**config.mk**
```make
export PLATFORM = sky130hd
export DESIGN_NAME = dut_access_arbiter_flat
export DESIGN_NICKNAME = d
export VERILOG_FILES = /design/src/rtl/dut_access_arbiter_if.sv /design/src/rtl/dut_access_arbiter.sv /design/src/flat_wrapper.sv
export SDC_FILE = /design/constraint.sdc
export NUM_CORES = 1
export LEC_CHECK = 0
export CAP_MARGIN = 20
export CORE_ASPECT_RATIO = 0.9
export CORE_MARGIN = 3
export CORE_UTILIZATION = 37
export DETAILED_ROUTE_END_ITERATION = 10
export DONT_BUFFER_PORTS = 1
export PLACE_DENSITY = 0.48
export SLEW_MARGIN = 15
export SYNTH_ARGS = -nofsm -noshare
export SYNTH_HDL_FRONTEND = slang
export SYNTH_SLANG_ARGS = --single-unit
export TNS_END_PERCENT = 10
```
**constraint.sdc**
```tcl
create_clock -name CLK -period 3.1 [get_ports CLK]
set_input_delay 0.31 -clock CLK [delete_from_list [all_inputs] [get_ports CLK]]
set_output_delay 0.31 -clock CLK [all_outputs]
set_load 0.005 [all_outputs]
```
**src/rtl/dut_access_arbiter_if.sv**
```systemverilog
// Bundle of every signal the arbiter exchanges with its two requesters and
// with the 8x1 dut storage block. The master side is the environment (the
// requesters plus the dut); the slave side is the arbiter itself.
interface dut_access_arbiter_if #(
    parameter int ADDR_W = 3,
    parameter int DATA_W = 1
);
    // Requester 0
    logic              req0_valid;
    logic              req0_write;
    logic [ADDR_W-1:0] req0_addr;
    logic [DATA_W-1:0] req0_wdata;
    logic              req0_ready;
    logic              resp0_valid;
    logic [DATA_W-1:0] resp0_data;
    logic              resp0_err;
    // Requester 1
    logic              req1_valid;
    logic              req1_write;
    logic [ADDR_W-1:0] req1_addr;
    logic [DATA_W-1:0] req1_wdata;
    logic              req1_ready;
    logic              resp1_valid;
    logic [DATA_W-1:0] resp1_data;
    logic              resp1_err;
    // dut write/read method pair
    logic [ADDR_W-1:0] write_address;
    logic [DATA_W-1:0] write_data;
    logic              write_en;
    logic              write_rdy;
    logic [ADDR_W-1:0] read_address;
    logic              read_en;
    logic [DATA_W-1:0] read_data;
    logic              read_rdy;
    // Status
    logic              busy;

    modport master (
        output req0_valid, req0_write, req0_addr, req0_wdata,
        input  req0_ready, resp0_valid, resp0_data, resp0_err,
        output req1_valid, req1_write, req1_addr, req1_wdata,
        input  req1_ready, resp1_valid, resp1_data, resp1_err,
        input  write_address, write_data, write_en,
        output write_rdy,
        input  read_address, read_en,
        output read_data, read_rdy,
        input  busy
    );

    modport slave (
        input  req0_valid, req0_write, req0_addr, req0_wdata,
        output req0_ready, resp0_valid, resp0_data, resp0_err,
        input  req1_valid, req1_write, req1_addr, req1_wdata,
        output req1_ready, resp1_valid, resp1_data, resp1_err,
        output write_address, write_data, write_en,
        input  write_rdy,
        output read_address, read_en,
        input  read_data, read_rdy,
        output busy
    );
endinterface

```
**src/rtl/dut_access_arbiter.sv**
```systemverilog
// Round-robin arbiter giving two requesters shared access to the single
// write/read method pair of the dut storage block. One command is in flight
// at a time: accept (IDLE), hand it to the dut (ISSUE), return a one-cycle
// response to its owner (RESP). A stall watchdog aborts commands the dut
// never accepts.
module dut_access_arbiter #(
    parameter int ADDR_W  = 3,
    parameter int DATA_W  = 1,
    parameter int TIMEOUT = 15
) (
    input  logic                CLK,
    input  logic                RST_N,
    dut_access_arbiter_if.slave bus
);
    localparam int CNT_W = (TIMEOUT < 1) ? 1 : $clog2(TIMEOUT + 1);

    typedef enum logic [1:0] {
        S_IDLE,
        S_ISSUE,
        S_RESP
    } state_t;

    state_t            r_state;
    logic              r_cmd_write;
    logic [ADDR_W-1:0] r_cmd_addr;
    logic [DATA_W-1:0] r_cmd_wdata;
    logic              r_owner;
    logic              r_last_grant;
    logic [CNT_W-1:0]  r_stall;
    logic [DATA_W-1:0] r_resp_data;
    logic              r_resp_err;

    state_t            w_next_state;
    logic              w_winner;
    logic              w_accept;
    logic              w_rdy;
    logic              w_abort;
    logic              w_req0_ready;
    logic              w_req1_ready;
    logic              w_write_en;
    logic              w_read_en;
    logic              w_resp0_valid;
    logic              w_resp1_valid;
    logic [DATA_W-1:0] w_resp0_data;
    logic [DATA_W-1:0] w_resp1_data;
    logic              w_resp0_err;
    logic              w_resp1_err;

    // Tie-break toward the requester that was not granted last; a lone
    // requester always wins.
    assign w_winner = (bus.req0_valid && bus.req1_valid) ? ~r_last_grant
                                                         : bus.req1_valid;
    assign w_rdy    = r_cmd_write ? bus.write_rdy : bus.read_rdy;
    assign w_abort  = (TIMEOUT != 0) && (r_stall == CNT_W'(TIMEOUT));

    // Next-state and output decode for the IDLE/ISSUE/RESP sequence.
    always_comb begin
        // NOTE: every output gets a default before the case so no path leaves
        // a signal unassigned, which would otherwise infer a latch.
        w_next_state  = r_state;
        w_accept      = 1'b0;
        w_req0_ready  = 1'b0;
        w_req1_ready  = 1'b0;
        w_write_en    = 1'b0;
        w_read_en     = 1'b0;
        w_resp0_valid = 1'b0;
        w_resp1_valid = 1'b0;
        w_resp0_data  = '0;
        w_resp1_data  = '0;
        w_resp0_err   = 1'b0;
        w_resp1_err   = 1'b0;

        case (r_state)
            S_IDLE: begin
                // ready is combinational from valid, so it is also gated by
                // RST_N to keep every output low while reset is held.
                if (RST_N && (bus.req0_valid || bus.req1_valid)) begin
                    w_accept     = 1'b1;
                    w_req0_ready = ~w_winner;
                    w_req1_ready = w_winner;
                    w_next_state = S_ISSUE;
                end
            end
            S_ISSUE: begin
                // The watchdog takes precedence: an aborted command never
                // reaches the dut, even if rdy rises in the abort cycle.
                if (w_abort) begin
                    w_next_state = S_RESP;
                end else if (w_rdy) begin
                    w_write_en   = r_cmd_write;
                    w_read_en    = ~r_cmd_write;
                    w_next_state = S_RESP;
                end
            end
            S_RESP: begin
                w_resp0_valid = ~r_owner;
                w_resp1_valid = r_owner;
                w_resp0_data  = r_owner ? '0 : r_resp_data;
                w_resp1_data  = r_owner ? r_resp_data : '0;
                w_resp0_err   = ~r_owner & r_resp_err;
                w_resp1_err   = r_owner & r_resp_err;
                w_next_state  = S_IDLE;
            end
            default: w_next_state = S_IDLE;
        endcase
    end

    // State, command, stall-counter and response registers.
    always_ff @(posedge CLK or negedge RST_N) begin
        if (!RST_N) begin
            r_state      <= S_IDLE;
            r_cmd_write  <= 1'b0;
            r_cmd_addr   <= '0;
            r_cmd_wdata  <= '0;
            r_owner      <= 1'b0;
            r_last_grant <= 1'b1;
            r_stall      <= '0;
            r_resp_data  <= '0;
            r_resp_err   <= 1'b0;
        end else begin
            // NOTE: non-blocking assignments so every register samples the
            // pre-edge values, regardless of statement order.
            r_state <= w_next_state;
            if (w_accept) begin
                r_cmd_write  <= w_winner ? bus.req1_write : bus.req0_write;
                r_cmd_addr   <= w_winner ? bus.req1_addr  : bus.req0_addr;
                r_cmd_wdata  <= w_winner ? bus.req1_wdata : bus.req0_wdata;
                r_owner      <= w_winner;
                r_last_grant <= w_winner;
                r_stall      <= '0;
            end
            if (r_state == S_ISSUE) begin
                if (w_abort) begin
                    r_resp_data <= '0;
                    r_resp_err  <= 1'b1;
                end else if (w_rdy) begin
                    r_resp_data <= r_cmd_write ? '0 : bus.read_data;
                    r_resp_err  <= 1'b0;
                end else begin
                    r_stall <= r_stall + CNT_W'(1);
                end
            end
        end
    end

    assign bus.req0_ready    = w_req0_ready;
    assign bus.req1_ready    = w_req1_ready;
    assign bus.resp0_valid   = w_resp0_valid;
    assign bus.resp1_valid   = w_resp1_valid;
    assign bus.resp0_data    = w_resp0_data;
    assign bus.resp1_data    = w_resp1_data;
    assign bus.resp0_err     = w_resp0_err;
    assign bus.resp1_err     = w_resp1_err;
    assign bus.write_en      = w_write_en;
    assign bus.read_en       = w_read_en;
    assign bus.write_address = r_cmd_addr;
    assign bus.write_data    = r_cmd_wdata;
    assign bus.read_address  = r_cmd_addr;
    assign bus.busy          = (r_state != S_IDLE);
endmodule

```
**src/flat_wrapper.sv**
```systemverilog
// flat-port wrapper written by rule: the top's interface ports become plain ports
module dut_access_arbiter_flat 
#(
    parameter int ADDR_W  = 3,
    parameter int DATA_W  = 1,
    parameter int TIMEOUT = 15
)
  (CLK, RST_N, bus_req0_valid, bus_req0_write, bus_req0_addr, bus_req0_wdata, bus_req0_ready, bus_resp0_valid, bus_resp0_data, bus_resp0_err, bus_req1_valid, bus_req1_write, bus_req1_addr, bus_req1_wdata, bus_req1_ready, bus_resp1_valid, bus_resp1_data, bus_resp1_err, bus_write_address, bus_write_data, bus_write_en, bus_write_rdy, bus_read_address, bus_read_en, bus_read_data, bus_read_rdy, bus_busy);
  dut_access_arbiter_if #(.ADDR_W(ADDR_W), .DATA_W(DATA_W)) bus_i ();
  input  logic CLK;
  input  logic RST_N;
  input wire logic [$bits(bus_i.req0_valid)-1:0] bus_req0_valid;
  input wire logic [$bits(bus_i.req0_write)-1:0] bus_req0_write;
  input wire logic [$bits(bus_i.req0_addr)-1:0] bus_req0_addr;
  input wire logic [$bits(bus_i.req0_wdata)-1:0] bus_req0_wdata;
  output wire logic [$bits(bus_i.req0_ready)-1:0] bus_req0_ready;
  output wire logic [$bits(bus_i.resp0_valid)-1:0] bus_resp0_valid;
  output wire logic [$bits(bus_i.resp0_data)-1:0] bus_resp0_data;
  output wire logic [$bits(bus_i.resp0_err)-1:0] bus_resp0_err;
  input wire logic [$bits(bus_i.req1_valid)-1:0] bus_req1_valid;
  input wire logic [$bits(bus_i.req1_write)-1:0] bus_req1_write;
  input wire logic [$bits(bus_i.req1_addr)-1:0] bus_req1_addr;
  input wire logic [$bits(bus_i.req1_wdata)-1:0] bus_req1_wdata;
  output wire logic [$bits(bus_i.req1_ready)-1:0] bus_req1_ready;
  output wire logic [$bits(bus_i.resp1_valid)-1:0] bus_resp1_valid;
  output wire logic [$bits(bus_i.resp1_data)-1:0] bus_resp1_data;
  output wire logic [$bits(bus_i.resp1_err)-1:0] bus_resp1_err;
  output wire logic [$bits(bus_i.write_address)-1:0] bus_write_address;
  output wire logic [$bits(bus_i.write_data)-1:0] bus_write_data;
  output wire logic [$bits(bus_i.write_en)-1:0] bus_write_en;
  input wire logic [$bits(bus_i.write_rdy)-1:0] bus_write_rdy;
  output wire logic [$bits(bus_i.read_address)-1:0] bus_read_address;
  output wire logic [$bits(bus_i.read_en)-1:0] bus_read_en;
  input wire logic [$bits(bus_i.read_data)-1:0] bus_read_data;
  input wire logic [$bits(bus_i.read_rdy)-1:0] bus_read_rdy;
  output wire logic [$bits(bus_i.busy)-1:0] bus_busy;
  assign bus_i.req0_valid = bus_req0_valid;
  assign bus_i.req0_write = bus_req0_write;
  assign bus_i.req0_addr = bus_req0_addr;
  assign bus_i.req0_wdata = bus_req0_wdata;
  assign bus_req0_ready = bus_i.req0_ready;
  assign bus_resp0_valid = bus_i.resp0_valid;
  assign bus_resp0_data = bus_i.resp0_data;
  assign bus_resp0_err = bus_i.resp0_err;
  assign bus_i.req1_valid = bus_req1_valid;
  assign bus_i.req1_write = bus_req1_write;
  assign bus_i.req1_addr = bus_req1_addr;
  assign bus_i.req1_wdata = bus_req1_wdata;
  assign bus_req1_ready = bus_i.req1_ready;
  assign bus_resp1_valid = bus_i.resp1_valid;
  assign bus_resp1_data = bus_i.resp1_data;
  assign bus_resp1_err = bus_i.resp1_err;
  assign bus_write_address = bus_i.write_address;
  assign bus_write_data = bus_i.write_data;
  assign bus_write_en = bus_i.write_en;
  assign bus_i.write_rdy = bus_write_rdy;
  assign bus_read_address = bus_i.read_address;
  assign bus_read_en = bus_i.read_en;
  assign bus_i.read_data = bus_read_data;
  assign bus_i.read_rdy = bus_read_rdy;
  assign bus_busy = bus_i.busy;
  dut_access_arbiter #(.ADDR_W(ADDR_W), .DATA_W(DATA_W), .TIMEOUT(TIMEOUT)) u_core (.CLK(CLK), .RST_N(RST_N), .bus(bus_i));
endmodule
```
==> impl_metrics.csv, run 1 <==
group,metric,value,unit
run_status,status,"finished clean",
die,coreArea,0.00201,mm²
finish,area_growth,4.87,%
place,place.gp.congestion,0.707,
yosys,ys_types,29,
place,dp_hpwl,1.12,mm
die,rows,15,
cts,cts_tree,"done",
grt,overflow,0,
die,dieArea,0.00282,mm²
worst_setup_path,start_kind,"register",
yosys,ys_ff_latch,15,
finish,diodes,0,
worst_setup_path,crit_buf_inv,1,
worst_setup_path,crit_fanout,19,
grt,antenna_found_initial,0,
cts,ctsRootBufferMaster,"clkbuf_4",
finish,fin_area,862,µm²
yosys,ys_async_sr_fraction,100,%
finish,nets,103,
hold_path,hold_class,"in -> reg",
timing,setup-tns-final,0,ns
timing,slew_headroom,54.1,%
cts,clk_latency,0.28,ns
timing,setup_viol,0,
yosys,synth_edf_count,0,
yosys,synth_ff_type,"dfrtp_1",
drt,first_pass_iters,4,
yosys,ys_warn_count,0,
place,io_buffers,0,
cts,clk_pin_slew,0.09,ns
timing,fin_crit,1.89,ns
timing,hold_viol,0,
die,die_w,55.7,µm
cts,cts_max_level,1,
finish,drive_gt1_share,11.9,%
yosys,syn_area,822,µm²
timing,fin_crit_sh,61.0,%
drt,routed_wl,1.48,mm
die,io_pins,35,
worst_setup_path,cp-end-kind,"output pin",
worst_setup_path,arrival,1.58,ns
timing,rsz0062_at_grt,"false",
timing,tightest_slew,0.686,ns
worst_setup_path,path_delay_family,"simple AND/OR/NAND/NOR gates",
worst_setup_path,critPathSlowestCell,"dfrtp_1",
drt,post_drt_via_cell_ratio,5.21,
grt,grt_pass1_wl,2.44,mm
place,place_area,826,µm²
cts,numCtsBuffers,3,
timing,drv_slew,0,
drt,vias,568,
cts,cts.sinks,15,
worst_setup_path,slowest_delay,0.42,ns
power,totalPowerFinal,691,µW
yosys,synth_nets,101,
cts,cts-resized-gates,0,
drt,drc_errors,0,
die,start_util,40.9,%
worst_setup_path,cp.required,2.79,ns
cts,clock_path_buffers,2,
power,vdd_drop_max,0.393,mV
timing,finalClockSkew,0.00560,ns
grt,grtUsageTotal,11.4,%
yosys,netlist_instances,83,
timing,fmax,529,MHz
worst_setup_path,cp_cell_sequence,"nor2_1, o211ai_2, nand2b_1, inv_1",
grt,grt_pass1_vias,535,
drt,drt_iter0_drc,9,
die,die_h,50.7,µm
power,power_density,802,mW/mm²
drt,ant_nets,0,
flow_run,cap_violations,0,
drt,routedWlPerCell,13.6,µm
yosys,syn_area_per_cell,9.90,µm²
yosys,synth-seq-area-share,45.8,%
worst_setup_path,critPathKind,"reg -> out",
power,power_leakage,0.395,nW
grt,grt_max_degree,20,
-- cell type report --
type                    instances  area (µm²)
inverters                       3        11.3
clock buffers                   4        26.3
fillers                       201        1150
flip-flops and latches         15         377
repair buffers                  1        10.0
well taps                      25        31.3
multi-input cells              61         407
-- cell families (layout without fill, tap and decap cells) --
family / Yosys count / count (layout) / share of synthesized area [%]
compound gates: 17 / 17 / 14.6
xor+xnor: 1 / 1 / 1.07
fa+ha+maj: 1 / 1 / 1.52
buf+inv: 7 / 8 / 4.72
flops: 15 / 15 / 45.8
mux: 6 / 6 / 8.83
simple gates: 36 / 36 / 23.4
-- worst paths after layout --
kind | start | end | slack (ns) | cells past startpoint
worst max-delay path | u_core.r_state[1] | bus_req1_ready | 1.21 | 4
worst min-delay path | bus_req0_addr[1] | u_core.bus.read_address[1] | 0.22 | 2
worst max register to register | u_core.r_stall[0] | u_core.r_stall[3] | 1.74 | 4
worst min register to register | u_core.r_last_grant | u_core.r_last_grant | 0.49 | 2
max in group asynchronous | RST_N | u_core.r_stall[3] | 2.15 | 1
min in group asynchronous | RST_N | u_core.r_resp_err | 0.50 | 1
-- cell usage after synthesis, drive strengths merged (3+ instances only) --
library cell	n	area, µm²
mux2i	6	72.6
buf	4	27.5
inv	3	11.3
nor2	3	11.3
dfrtp	14	350
o21ai	10	50.0
nand2	16	60.1
nand3	5	37.5
and2	4	25.0
-- metal layers --
metal / wire, µm / GRT usage (%)
met5: 0 / 0
met4: 14 / 3.64
met3: 85 / 4.88
met2: 724 / 18.5
met1: 653 / 13.6
-- flip-flops by register name, summed over array words and instances, names as in the netlist --
| name | flops |
|---|---|
| u_core.r_stall | 4 |
| u_core.bus.read_address | 3 |
| u_core.r_state | 2 |
| u_core.bus.write_data | 1 |
| u_core.r_cmd_write | 1 |
| u_core.r_last_grant | 1 |
| u_core.r_owner | 1 |
| u_core.r_resp_data | 1 |
| u_core.r_resp_err | 1 |
-- cells in the final DEF, fill, tap and decap left out, drive strengths merged --
master	n
o21ai	10
nand3	5
nand2	16
dlygate4sd3	1
ha	1
dfrtp	14
inv	3
clkbuf	4
nor2	3
mux2i	6
o211ai	2
nor3b	2
a21boi	1
and2b	1
and2	4
dfstp	1
nand2b	2
xnor2	1
a22o	1
or2	1
and3b	1
a31o	1
a21oi	2
nand4b	1
-- power by group --
group,total [mW],leakage [nW],internal [mW],switching (mW)
Sequential,0.356,0.190,0.276,0.0806
Clock,0.110,0.0150,0.0499,0.0605
Combinational,0.225,0.190,0.0982,0.126
Total,0.691,0.395,0.424,0.268
-- repair_timing --
item,in CTS,in global routing
buffers inserted,0,0
setup endpoints to repair,0,0
endpoints found under the hold margin,15,0
hold buffers,1,0
-- per-stage QoR --
stage	utilization (%)	setup WS [ns]	instances	hold WS, ns
finish	42.9	1.21	109	0.218
detailed placement	41.1	1.49	104	0.0149
global route	42.9	1.03	109	0.216
global placement	41.1	1.55	104	0.0149
floorplan	-	1.69	83	0.0144
CTS	42.9	1.17	109	0.214
Power figures use the tool's default switching activity.
==> run 2, diff against run 1 <==
- PLACE_DENSITY: 0.48 -> 0.5
- clock period: 3.1 -> 1.6 ns (I/O delays scaled with it)
==> impl_metrics.csv, run 2 (synthesized netlist as in run 1, its figures left out) <==
group,metric,value,unit
hold_path,hold-path-endpoint,"u_core.bus.read_address[1]",
timing,fin_crit_sh,94.1,%
cts,cts_tree,"done",
power,power_density,1540,mW/mm²
cts,clk_latency,0.28,ns
drt,routedWlPerCell,14.4,µm
die,die_h,50.7,µm
worst_setup_path,arrival,1.35,ns
worst_setup_path,cp-end-kind,"output pin",
flow_run,cap_violations,0,
drt,routed_wl,1.58,mm
grt,grt_pass1_vias,557,
worst_setup_path,reg2reg_from,"u_core.r_cmd_write",
finish,multi_input_area,444,µm²
worst_setup_path,r2r_slack,0.26,ns
finish,diodes,0,
cts,post_cts_buffers,0,
cts,clk_pin_slew,0.09,ns
die,start_util,40.9,%
timing,rsz0062_at_grt,"false",
run_status,status,"finished clean",
finish,layout_common_cells,"nand2_1, dfrtp_1, o21ai_0, mux2i_1, and2_1",
drt,first_pass_iters,4,
timing,finalClockSkew,0.00790,ns
timing,setup-tns-final,0,ns
drt,post_drt_via_cell_ratio,5.01,
worst_setup_path,crit_fanout,5,
worst_setup_path,path_delay_family,"simple AND/OR/NAND/NOR gates",
finish,fin_util,45.2,%
die,io_pins,35,
drt,drc_errors,0,
power,vdd_drop_max,0.666,mV
timing,drv_slew,0,
finish,fillers,201,
worst_setup_path,slowest_delay,0.44,ns
worst_setup_path,crit_buf_inv,0,
drt,ant_nets,0,
grt,antenna_found_initial,0,
finish,largest_register_ffs,4,
power,power_leakage,0.401,nW
worst_setup_path,r2r-end,"u_core.r_stall[3]",
hold_path,hp-start,"bus_req0_addr[1]",
place,place.gp.congestion,0.767,
power,totalPowerFinal,1.40,mW
finish,regMostFlops,"u_core.r_stall",
grt,overflow,0,
finish,regArea,377,µm²
timing,setup_viol,0,
place,io_buffers,0,
worst_setup_path,rr_worst_depth,3,
worst_setup_path,cp.required,1.44,ns
drt,vias,551,
timing,tightest_slew,0.687,ns
finish,drive_gt1_share,18.8,%
cts,numCtsBuffers,3,
grt,grt_max_degree,16,
die,coreArea,0.00201,mm²
finish,area_growth,10.4,%
cts,cts_max_level,1,
cts,ctsRootBufferMaster,"clkbuf_4",
cts,clock_path_buffers,2,
worst_setup_path,cp_cell_sequence,"nor3b_1, and2_1",
worst_setup_path,start_kind,"register",
timing,fmax,664,MHz
worst_setup_path,critPathSlowestCell,"dfrtp_1",
grt,grt_pass1_wl,2.65,mm
hold_path,hold_class,"in -> reg",
die,dieArea,0.00282,mm²
finish,nets,104,
drt,drt_iter0_drc,10,
die,die_w,55.7,µm
die,rows,15,
worst_setup_path,critPathKind,"reg -> out",
timing,hold_viol,0,
timing,slew_headroom,54.0,%
grt,grtUsageTotal,12.2,%
timing,fin_crit,1.51,ns
finish,final_common_cell,"nand2_1",
hold_path,hold-path-cell-count,2,
cts,cts.sinks,15,
run 2: cell count changes in the layout (fill, tap and decap cells not counted), sizes merged:
cell	before	now
buf	0	1
run 2: power by group:
| group | total [mW] | internal, mW | leakage (nW) | switching [mW] |
|---|---|---|---|---|
| registers | 0.708 | 0.534 | 0.190 | 0.175 |
| logic | 0.479 | 0.219 | 0.196 | 0.260 |
| clock network | 0.211 | 0.0966 | 0.0150 | 0.114 |
run 2: layout make-up:
type | count | share of cell area, %
multi-input cells | 61 | 49.0
repair buffers | 2 | 1.93
inverters | 3 | 1.24
flip-flops and latches | 15 | 41.5
well taps | 25 | 3.45
clock buffers | 4 | 2.90
run 2: timing repair:
action / in CTS / in global routing
hold buffers: 1 / 0
setup endpoints to repair: 3 / 3
gates resized for setup: 3 / 5
endpoints found under the hold margin: 15 / 0
run 2: metal layers:
metal,part of all wire [%],up-vias,track usage (%)
li1,-,283,-
met1,45,251,16.0
met2,48,17,18.5
met3,7.0,0,6.17
met4,0,0,1.21
met5,0,-,0
run 2: worst max-delay path by stage:
stage | startpoint | to | slack, ns | depth (start not counted)
global placement | u_core.r_stall[0] | bus_read_en | 0.24 | 4
finish | u_core.r_state[0] | bus_resp0_err | 0.09 | 2
CTS | u_core.r_stall[0] | bus_read_en | 0.0009 | 4
detailed placement | u_core.r_stall[0] | bus_read_en | 0.23 | 4
global route | u_core.r_state[1] | bus_req0_ready | 0.002 | 4
floorplan | u_core.r_stall[0] | bus_read_en | 0.34 | 4
run 2: per-stage QoR:
step	hold slack (ns)	instance area, µm²	setup slack (ns)	std cells
after floorplan	-0.136	822	0.343	83
final	0.0602	907	0.0943	110
after global routing	0.0717	907	0.00150	110
after detailed placement	-0.135	833	0.233	105
after CTS	0.0567	886	0.000903	110
after global placement	-0.135	833	0.243	105
==> RTL change 1 (config.mk and constraints of run 2) <==
Encoding of `state_t`: now one-hot (3 bits for 3 states).
--- a/src/rtl/dut_access_arbiter.sv
+++ b/src/rtl/dut_access_arbiter.sv
@@ -14,10 +14,10 @@
 );
     localparam int CNT_W = (TIMEOUT < 1) ? 1 : $clog2(TIMEOUT + 1);
 
-    typedef enum logic [1:0] {
-        S_IDLE,
-        S_ISSUE,
-        S_RESP
+    typedef enum logic [2:0] {
+        S_IDLE  = 3'b001,
+        S_ISSUE = 3'b010,
+        S_RESP  = 3'b100
     } state_t;
 
     state_t            r_state;
Formal check against the unedited RTL: same outputs for any inputs over 10 cycles, from zero or initial values and one cycle with RST_N low; not proved beyond that.
==> RTL change 1 against run 2 <==
The flow now finishes with violations (setup timing); total power decreased by 0.68%; via count increased by 15%; register-to-register slack worse by 0.37 ns; fmax is 17% lower; wire length increased by 12%; largest cell class unchanged; critical path depth up 2; setup slack lost 0.31 ns; largest power group unchanged; synthesized area rose by 0.30%; combinational power is 1% higher; count of clock-buffer cells in the layout unchanged; critical endpoint is now bus_req0_ready; sequential cell count increased by 1; die area rose by 0.27%; design area rose by 11%.
==> RTL change 1: results <==
group,metric,value,unit
place,dp.cells,117,
status,violations,"setup timing",
drt,viasPerCell,5.05,
power,p_leak,0.470,nW
sta,relSlewSlack,51.8,%
layout,largest_register,"u_core.r_stall",
power,peakVddDrop,0.000717,V
logic_synthesis,ys_seq_area_share,48.9,%
layout,fin_cells,125,
sta,finClkSkew,0.000768,ns
logic_synthesis,async_reset_ff_share,100,%
logic_synthesis,yosys.cell_types.count,26,
sta,setup_violations,13,
critical_path,worstPathArrival,1.66,ns
drt,routed_wl,1770,microns
place,gp_congestion,0.693,
worst_hold_path,hold_class,"in -> reg",
global_route,grt_pass1_wl,3060,microns
critical_path,crit_fanout,3,
layout,final_layout_size_suffix_gt1_share,30.0,%
logic_synthesis,yosys-top-cells-area,"dfrtp_1, mux2i_1, nand2_1",
global_route,grt_usage,14.1,%
sta,tns,-1.27,ns
critical_path,rr_worst_depth,6,
layout,fillers,202,
logic_synthesis,synth_common_cells,"nand2_1, dfrtp_1, o21ai_0, mux2i_1",
logic_synthesis,postSynthCellCount,86,
global_route,grt_pass1_vias,666,
global_route,grt_max_degree,17,
status,status,"complete, but fails checks",
logic_synthesis,synth_fp_nets,104,
place,dp_hpwl,1310,microns
critical_path,cpPeakStageDelay,0.54,ns
place,place_ws,-0.0231,ns
critical_path,crit_path_top_delay_cell,"dfstp_2",
sta,setup_slack,-0.219,ns
drt,drt_iter0_drc,9,
critical_path,path_delay_family,"simple AND/OR/NAND/NOR gates",
-- RTL change 1: changes by cell type in the layout (fill, tap and decap cells not counted), moves of 2 or more --
| cell | run 2 | this run |
|---|---|---|
| nand3_1 | 3 | 5 |
| nor2_2 | 0 | 2 |
| nand3_4 | 2 | 0 |
| nand2b_1 | 2 | 0 |
| mux2i_1 | 5 | 7 |
| buf_4 | 1 | 13 |
-- RTL change 1: metal layers --
metal / vias up / wire length (microns) / GRT usage (%)
met2: 21 / 926 / 23.6
met5: - / 0 / 0
met3: 0 / 109 / 5.66
met1: 284 / 730 / 17.9
met4: 0 / 0 / 1.21
li1: 326 / - / -
-- RTL change 1: stage by stage --
step | utilization [%] | power (mW) | area [sq um]
2_1_floorplan | - | 0.992 | 843
3_3_place_gp | 45.6 | 1.09 | 916
5_1_grt | 50.2 | 1.53 | 1010
3_5_place_dp | 45.6 | 1.10 | 916
6_report | 50.2 | 1.39 | 1010
4_1_cts | 49.5 | 1.39 | 995
-- RTL change 1: repair_timing --
action                     in CTS  in global routing
pin swaps                       1                  1
hold buffers                    1                  0
hold endpoints to repair       16                  0
setup endpoints to repair      10                 19
buffers inserted                3                  0
resized for setup               8                  4
-- RTL change 1: power by group --
group          internal [mW]  leakage [nW]  switching (mW)  total (mW)
logic                  0.260         0.255           0.225       0.485
registers              0.557         0.200           0.126       0.682
clock network         0.0969        0.0150           0.124       0.221
-- RTL change 1: worst paths after layout --
check                                         start                         end  slack, ns
worst min register to register  u_core.r_last_grant         u_core.r_last_grant       0.47
worst min-delay path                 bus_req0_write          u_core.r_cmd_write       0.06
min in group asynchronous                     RST_N          u_core.r_resp_data       0.37
worst max register to register    u_core.r_state[0]  u_core.bus.read_address[1]      -0.11
max in group asynchronous                     RST_N  u_core.bus.read_address[2]       0.78
worst max-delay path              u_core.r_state[0]              bus_req0_ready      -0.22
-- RTL change 1: cell type report --
cell class	count	area, sq um	share of cell area (%)
flip-flops and latches	16	403	40.0
clock buffers	4	26.3	2.61
inverters	2	7.51	0.744
repair buffers	15	123	12.2
multi-input cells	63	418	41.4
well taps	25	31.3	3.10
-- RTL change 1: kinds of logic (layout without fill, tap and decap cells) --
kind of cell | count (synthesis) | in the layout | share of synthesized area (%)
AOI/OAI and AO/OA | 15 | 15 | 10.8
adders and majority gates | 1 | 1 | 1.52
buffers and inverters | 7 | 21 | 4.86
DFF | 16 | 16 | 48.9
muxes | 7 | 7 | 8.50
and+or+nand+nor | 40 | 40 | 25.5
-- RTL change 1: worst register-to-register path: cells and delay by family (launching register included) --
| kind | cells | cell delay (ns) |
|---|---|---|
| buf+inv | 2 | 0.29 |
| compound gates | 1 | 0.07 |
| flops | 1 | 0.54 |
| simple gates | 3 | 0.71 |
==> RTL change 2 (config.mk and constraints of run 2) <==
Made on the original files. `ADDR_W` is set to 3 in 3 places; all go to 4.
--- a/src/rtl/dut_access_arbiter_if.sv
+++ b/src/rtl/dut_access_arbiter_if.sv
@@ -2,7 +2,7 @@
 // with the 8x1 dut storage block. The master side is the environment (the
 // requesters plus the dut); the slave side is the arbiter itself.
 interface dut_access_arbiter_if #(
-    parameter int ADDR_W = 3,
+    parameter int ADDR_W = 4,
     parameter int DATA_W = 1
 );
     // Requester 0
--- a/src/rtl/dut_access_arbiter.sv
+++ b/src/rtl/dut_access_arbiter.sv
@@ -4,7 +4,7 @@
 // response to its owner (RESP). A stall watchdog aborts commands the dut
 // never accepts.
 module dut_access_arbiter #(
-    parameter int ADDR_W  = 3,
+    parameter int ADDR_W  = 4,
     parameter int DATA_W  = 1,
     parameter int TIMEOUT = 15
 ) (
--- a/src/flat_wrapper.sv
+++ b/src/flat_wrapper.sv
@@ -1,7 +1,7 @@
 // flat-port wrapper written by rule: the top's interface ports become plain ports
 module dut_access_arbiter_flat 
 #(
-    parameter int ADDR_W  = 3,
+    parameter int ADDR_W  = 4,
     parameter int DATA_W  = 1,
     parameter int TIMEOUT = 15
 )
Ports: changed (resized bus_read_address, bus_req0_addr, bus_req1_addr and bus_write_address); port bits go from 35 to 39. The function was not compared with the original's and may differ.
==> RTL change 2 against run 2 <==
The run now ends with setup timing left; total power increased by 29%; sequential share of layout area fell by 6.2 points; setup slack lost 0.18 ns; via count grew 23%; worst hold slack better by 0.080 ns; clock power rose by 27%; register-to-register slack got worse by 0.18 ns; synthesized area grew 11%; utilization rose by 5.0 points; sequential cell count is 1 higher; wire length increased by 24%; design area rose by 25%; fmax is 11% lower; critical endpoint is now bus_read_en; largest cell class unchanged.
==> RTL change 2: results <==
group,metric,value,unit
status,status,"complete, but fails checks",
status,violations,"setup timing",
place,place_area,966,sq um
drt,drtPass1Iterations,4,
logic_synthesis,yosys.cell_types.count,31,
sta,finClkSkew,0.00503,ns
worst_hold_path,hold_class,"in -> reg",
clocking,cts_max_level,1,
drt,wl_met3,172,microns
global_route,antenna_found_initial,0,
logic_synthesis,yosys-top-cells-area,"dfrtp_1, mux2_2, and2_1",
global_route,grt_pass1_wl,3080,microns
place,port_buffers,0,
layout,n_antenna_cell,0,
drt,met1_length,843,microns
global_route,grt_max_degree,17,
drt,wl_per_cell,16.1,microns
logic_synthesis,ys_seq_area_share,43.9,%
global_route,grt_pass1_vias,653,
clocking,worstSkewPairLatency,0.29,ns
logic_synthesis,async_reset_ff_share,100,%
critical_path,crit_fanout,3,
logic_synthesis,ys_warn_count,0,
global_route,grt_usage,13.4,%
place,gp_congestion,0.845,
logic_synthesis,synth_fp_nets,99,
place,dp_hpwl,1450,microns
sta,worst_pin_slew,0.743,ns
drt,top_layer,"met3",
sta,setup_slack,-0.0863,ns
layout,nets,116,
critical_path,worstPathArrival,1.53,ns
power,peakVddDrop,0.000824,V
sta,finalHoldViolCount,0,
clocking,numCtsBuffers,3,
sta,setup_violations,2,
drt,drt_iter0_drc,9,
layout,fillers,220,
power,p_leak,0.502,nW
clocking,cts_root_buffer,"clkbuf_4",
clocking,clk_pin_slew,0.10,ns
clocking,cts_buffer_depth,2,
logic_synthesis,synth_common_cells,"dfrtp_1, mux2_2, and2_1, o21ai_0",
drt,dr_total_vias,678,
drt,wl_met2,944,microns
sta,maxSlewViolCount,0,
layout,final_layout_size_suffix_gt1_share,51.6,%
RTL change 2: cell count changes in the layout (fill, tap and decap cells not counted), sizes merged, moves of 2 or more:
cell	run 2	this run
buf	1	15
mux2i	6	3
o21ai	10	5
mux2	0	15
nor3	0	3
o211ai	2	0
nand2	16	2
RTL change 2: cell families (layout without fill, tap and decap cells):
group	count (synthesis)	count (layout)	share of synthesized area, %
simple gates	25	25	17.6
buf+inv	8	24	5.06
mux	18	18	22.2
fa+ha+maj	1	1	1.37
flops	16	16	43.9
xor+xnor	1	1	0.958
compound gates	10	10	8.89
RTL change 2: cell type report:
class	count	area, sq um	area share, %
multi-input cells	55	517	45.5
inverters	3	11.3	0.991
flip-flops and latches	16	402	35.4
clock buffers	4	36.3	3.19
repair buffers	17	136	12.0
well taps	27	33.8	2.97
RTL change 2: per-layer routing:
layer / up-vias / track usage (%)
met3: 0 / 7.32
met1: 336 / 15.8
li1: 316 / -
met2: 26 / 21.7
met4: 0 / 2.32
met5: - / 0
RTL change 2: power by group:
group          switching [mW]  leakage [nW]  internal [mW]  total (mW)
clock                   0.130        0.0210          0.139       0.269
combinational           0.355         0.282          0.455       0.809
sequential              0.144         0.200          0.578       0.722
RTL change 2: what timing repair did:
action	4_1_cts	5_1_grt
endpoints found under the setup margin	4	12
hold buffers	1	1
gates cloned	0	0
hold endpoints to repair	16	1
setup buffers	5	3
gates resized for setup	6	5
pin swaps	1	0
RTL change 2: through the flow:
step           total power, mW  instances  util [%]  setup TNS (ns)  setup slack [ns]
5_1_grt                   1.94        122      50.2          -0.315            -0.182
2_1_floorplan             1.24         79         -               0             0.121
3_3_place_gp              1.37        108      42.7               0            0.0791
3_5_place_dp              1.39        108      42.7               0            0.0564
6_report                  1.80        122      50.2         -0.0886           -0.0863
4_1_cts                   1.77        118      47.6          -0.116           -0.0951
RTL change 2: worst paths after layout:
path                                    from                    endpoint  slack (ns)  depth (start not counted)
max                        u_core.r_stall[0]                 bus_read_en       -0.09                          5
min                         bus_req0_addr[0]  u_core.bus.read_address[0]        0.14                          2
max reg2reg                u_core.r_state[1]       u_core.bus.write_data        0.08                          4
min reg2reg                u_core.r_resp_err           u_core.r_resp_err        0.53                          2
max in group asynchronous              RST_N          u_core.r_cmd_write        0.76                          1
min in group asynchronous              RST_N           u_core.r_stall[3]        0.37                          1
RTL change 2: worst max-delay path, stage by stage (launching register included):
cell     delay, ns
dfrtp_1       0.40
ha_2          0.19
and3_4        0.20
nor4b_4       0.21
buf_4         0.16
buf_6         0.08
